### src/rtl/bit_16_reg_pkg.sv
// Shared constants and word type for the 16-bit load-enable register.
package bit_16_reg_pkg;

    localparam int WORD_W = 16;

    typedef logic [WORD_W-1:0] word_t;

    localparam word_t RESET_VAL_DEFAULT = 16'h0000;

endpackage

### src/rtl/bit_16_reg_par.sv
// Even-parity generator for one register word; used only when BIT_16_REG_PARITY_EN is defined.
module bit_16_reg_par
    import bit_16_reg_pkg::*;
(
    input  word_t data_i,
    output logic  par_o
);

    assign par_o = ^data_i;

endmodule

### src/rtl/bit_16_reg.sv
// 16-bit register with load enable and synchronous active-high reset.
// Define BIT_16_REG_PARITY_EN to add a registered even-parity output Q_par.
module bit_16_reg
    import bit_16_reg_pkg::*;
#(
    parameter word_t RESET_VAL = RESET_VAL_DEFAULT
) (
    input  logic  clk,
    input  logic  reset,
    input  logic  en,
    input  word_t D,
    output word_t Q
`ifdef BIT_16_REG_PARITY_EN
    ,
    output logic  Q_par
`endif
);

    word_t q_q;
    word_t q_d;

`ifdef BIT_16_REG_PARITY_EN
    localparam logic RESET_PAR = ^RESET_VAL;

    logic d_par;
    logic par_q;
    logic par_d;

    // Parity is taken from D so it lands in the same edge as the word it describes.
    bit_16_reg_par u_par (
        .data_i (D),
        .par_o  (d_par)
    );

    always_comb begin
        par_d = par_q;
        if (en) begin
            par_d = d_par;
        end
    end

    assign Q_par = par_q;
`endif

    always_comb begin
        q_d = q_q;
        if (en) begin
            q_d = D;
        end
    end

    always_ff @(posedge clk) begin
        if (reset) begin
            q_q <= RESET_VAL;
`ifdef BIT_16_REG_PARITY_EN
            par_q <= RESET_PAR;
`endif
        end else begin
            q_q <= q_d;
`ifdef BIT_16_REG_PARITY_EN
            par_q <= par_d;
`endif
        end
    end

    assign Q = q_q;

endmodule

### config.mk
export PLATFORM = sky130hd
export DESIGN_NAME = bit_16_reg
export DESIGN_NICKNAME = d
export VERILOG_FILES = /design/src/rtl/bit_16_reg_pkg.sv /design/src/rtl/bit_16_reg_par.sv /design/src/rtl/bit_16_reg.sv
export SDC_FILE = /design/constraint.sdc
export NUM_CORES = 1
export LEC_CHECK = 0
export BUFFER_PORTS_ARGS = -buffer_cell sky130_fd_sc_hd__buf_2
export CAP_MARGIN = 20
export CORE_MARGIN = 5
export CORE_UTILIZATION = 40
export DETAILED_ROUTE_END_ITERATION = 12
export PLACE_DENSITY = 0.75
export REMOVE_ABC_BUFFERS = 1
export SYNTH_ARGS = -nofsm -noshare
export SYNTH_HDL_FRONTEND = slang
export SYNTH_HIERARCHICAL = 1
export SYNTH_SLANG_ARGS = --single-unit
### constraint.sdc
create_clock -name clk -period 1.3 [get_ports clk]
set_clock_uncertainty 0.1 [all_clocks]
set_input_delay 0.39 -clock clk [delete_from_list [all_inputs] [get_ports clk]]
set_output_delay 0.39 -clock clk [all_outputs]
set_load 0.02 [all_outputs]
==> results by stage <==
Setup path:
- The slowest stage of the critical path is the dfxtp_1 cell.
- The delay contributed by the slowest stage of the critical path is 330 ps.
- Data on the critical path arrives at its endpoint at 770 ps.
- The highest net fanout along the worst path is 2.
- The endpoint kind of the worst setup timing path is a primary output.
- The kind of cell adding the most delay to the critical path is flip-flops.
- The number of buffers and inverters on the critical path is 1.
- Traced cell by cell, the critical path runs through buf_2.
- The startpoint-to-endpoint class of the critical path is flop to primary output.
- The category of the worst setup path launch point is a flop.
- The required time of the critical path is 810 ps.

Die:
- The initialized floorplan defines 13 standard-cell rows.
- The floorplan step set the die width to 48.1 um.
- The die span in y is 48.1 um.
- The starting density of the core is 43.5%.
- The core area is 1330 um2.
- The count of pins on the block boundary is 35.
- The full die area is 2310 um2.

Layout:
- The area added between synthesis and finish is 41.6%.
- The number of flip-flops in the largest register is 16.
- The final instance area is 822 um2.
- The finished layout holds 102 standard cells, fillers aside.
- Cells fill roughly three fifths of the core in the end.
- Cells with a size suffix above 1 make up 48.3% of the layout.
- For this run, the post-layout net count is ~110.
- The repair_antennas step left the layout with diodes totalling 0.

Synthesis:
- The synthesized cell area is 581 um2.
- The cell type contributing the most total cell area after synthesis is dfxtp_1.
- The synthesized netlist cell count is 52.
- The number of synthesis warnings is 6.
- The post-synthesis sequential area ratio is 55.2%.
- Dividing the synthesized area by the synthesized cell count gives 11.2 um2.
- The number of distinct library cell variants in the gate-level netlist after synthesis is 7.
- The synthesized flop and latch total is 16.
- The top cell type by area accounts for 55.2% of the synthesized area.
- By area the synthesized netlist is led by dfxtp_1, mux2i_1, nor2_1.

GRT:
- The number of antenna violations at the first check in global routing came to 0.
- The residual overflow from global routing is 0.
- The via count of the first global-routing pass is 439.
- Global routing consumed, over all layers together, 10.7% of the routing resources.
- The maximum number of pins on one net before global-route repair is 17.
- The wire length of the first global-routing pass is 1.72 mm.

Clock tree:
- The deepest clock path buffer count is 2.
- In this run the number of H-tree levels came out at 1.
- The tree is rooted in a clkbuf_4.
- Once the clock tree was built, the setup fixing pass inserted 0 buffers.
- The CTS tree is done.
- The clock-pin slew reported for the worst setup and hold paths after clock tree synthesis is around 90 ps.
- The post-cts hold buffer count is 0.
- The total of cells resized after clock tree synthesis is 0.
- The clock reaches the later pin of the worst-skew pair after between 200 and 300 ps.
- The number of clock buffers inserted by TritonCTS is 3.
- The clock net in this run drives a total of 16 sinks.

Detailed routing:
- Once detail routing completed, the nets flagged for antenna violations numbered 0.
- The routed design has 1.19 mm of wire.
- The detailed-route DRC error count is 0.
- Across all layers, the routed design uses 471 vias.
- The DRC violation total after the first TritonRoute iteration is 7.
- The average wire length per cell after detail routing is 11.7 um.
- The post-detailed-route via-to-cell ratio is 4.62.
- The number of optimization iterations in the first detailed-route pass is 4.

STA:
- The number of slew-limit violations in the final report is 0.
- The final setup violation count is 0.
- The worst slew margin relative to its limit is 82.3%.
- The final critical delay including setup and external delays is 1260 ps.
- Once routing completed, OpenROAD measured the worst setup slack at 40.0 ps.
- At the pin with the least slew margin, the transition time is 266 ps.
- After layout, the worst path uses 96.9% of the clock period.
- The aggregate negative setup slack is 0 ps.
- The achievable frequency is 794 MHz.
- The number of failing hold endpoints at the final stage is 0.

Run:
- Max-cap violations in this run came to 0.

Placement:
- At the end of routability-driven placement, the weighted congestion stood at 0.668.
- The count of port buffers added during placement is 34.
- The total instance count after detailed placement is 98.
- The instance area at placement is 749 um2.
- The detailed placement HPWL is 915 um.
- The minimum setup slack after placement is 130 ps.

Worst hold path:
- The path class of the tightest hold or removal check is input pin to flop.

Power:
- Dividing total power by cell area gives a power density of 1240 nW/um2.
- Across the VDD grid, the largest voltage drop is a little under 0.7 mV.
- The total leakage power is approximately 0.44 nW.

Run status:
- The run finished with clean final reports.
[cells by family after synthesis]
kind of cell | synth area share [%]
buf+inv | 6.90
flops | 55.2
mux | 27.6
simple gates | 10.3
[worst paths after layout]
check / start / to / slack (ps) / cells past startpoint
setup reg to reg: Q[10] / Q[10] / 550 / 2
setup / recovery: Q[11] / Q[11] / 40 / 1
hold / removal: D[13] / Q[13] / 250 / 3
hold reg to reg: Q[0] / Q[0] / 390 / 2
[worst register-to-register path: cells and delay by family (launching register included)]
kind,cells,cell delay [ps]
multiplexers,1,140
flip-flops,1,330
AND/OR/NAND/NOR,1,60
[power breakdown]
group	internal (mW)	switching [mW]	leakage, nW
clock	0.170	0.140	0.0210
combinational	0.0853	0.0886	0.287
sequential	0.520	0.0143	0.133
total	0.776	0.242	0.441
[cells in the final DEF, fill, tap and decap left out]
| cell | n |
|---|---|
| dfxtp_2 | 3 |
| buf_4 | 13 |
| clkbuf_8 | 1 |
| clkbuf_4 | 3 |
| dfxtp_1 | 13 |
| mux2i_1 | 16 |
| nor2_1 | 16 |
| buf_2 | 21 |
| buf_12 | 1 |
[cell usage after synthesis, drive strengths merged]
library cell / n
mux2i: 16
buf: 4
nor2: 16
dfxtp: 16
[final cells by class]
| class | instances | area (um2) |
|---|---|---|
| clock buffer | 4 | 36.3 |
| multi-input combinational | 32 | 220 |
| tap | 15 | 18.8 |
| timing repair buffer | 35 | 223 |
| fill | 124 | 512 |
| sequential | 16 | 324 |
[per-layer routing]
layer	global-route usage, %	routed length, um
met5	0	0
met1	11.9	508
met2	17.9	542
met4	8.06	22
met3	2.21	118
[metrics by stage]
step	power, mW	hold WS (ps)
final	1.02	251
after global routing	1.07	248
after global placement	0.703	368
after floorplan	0.622	362
after CTS	1.02	239
after detailed placement	0.707	381
No activity file was read; power rests on OpenSTA's default activity.
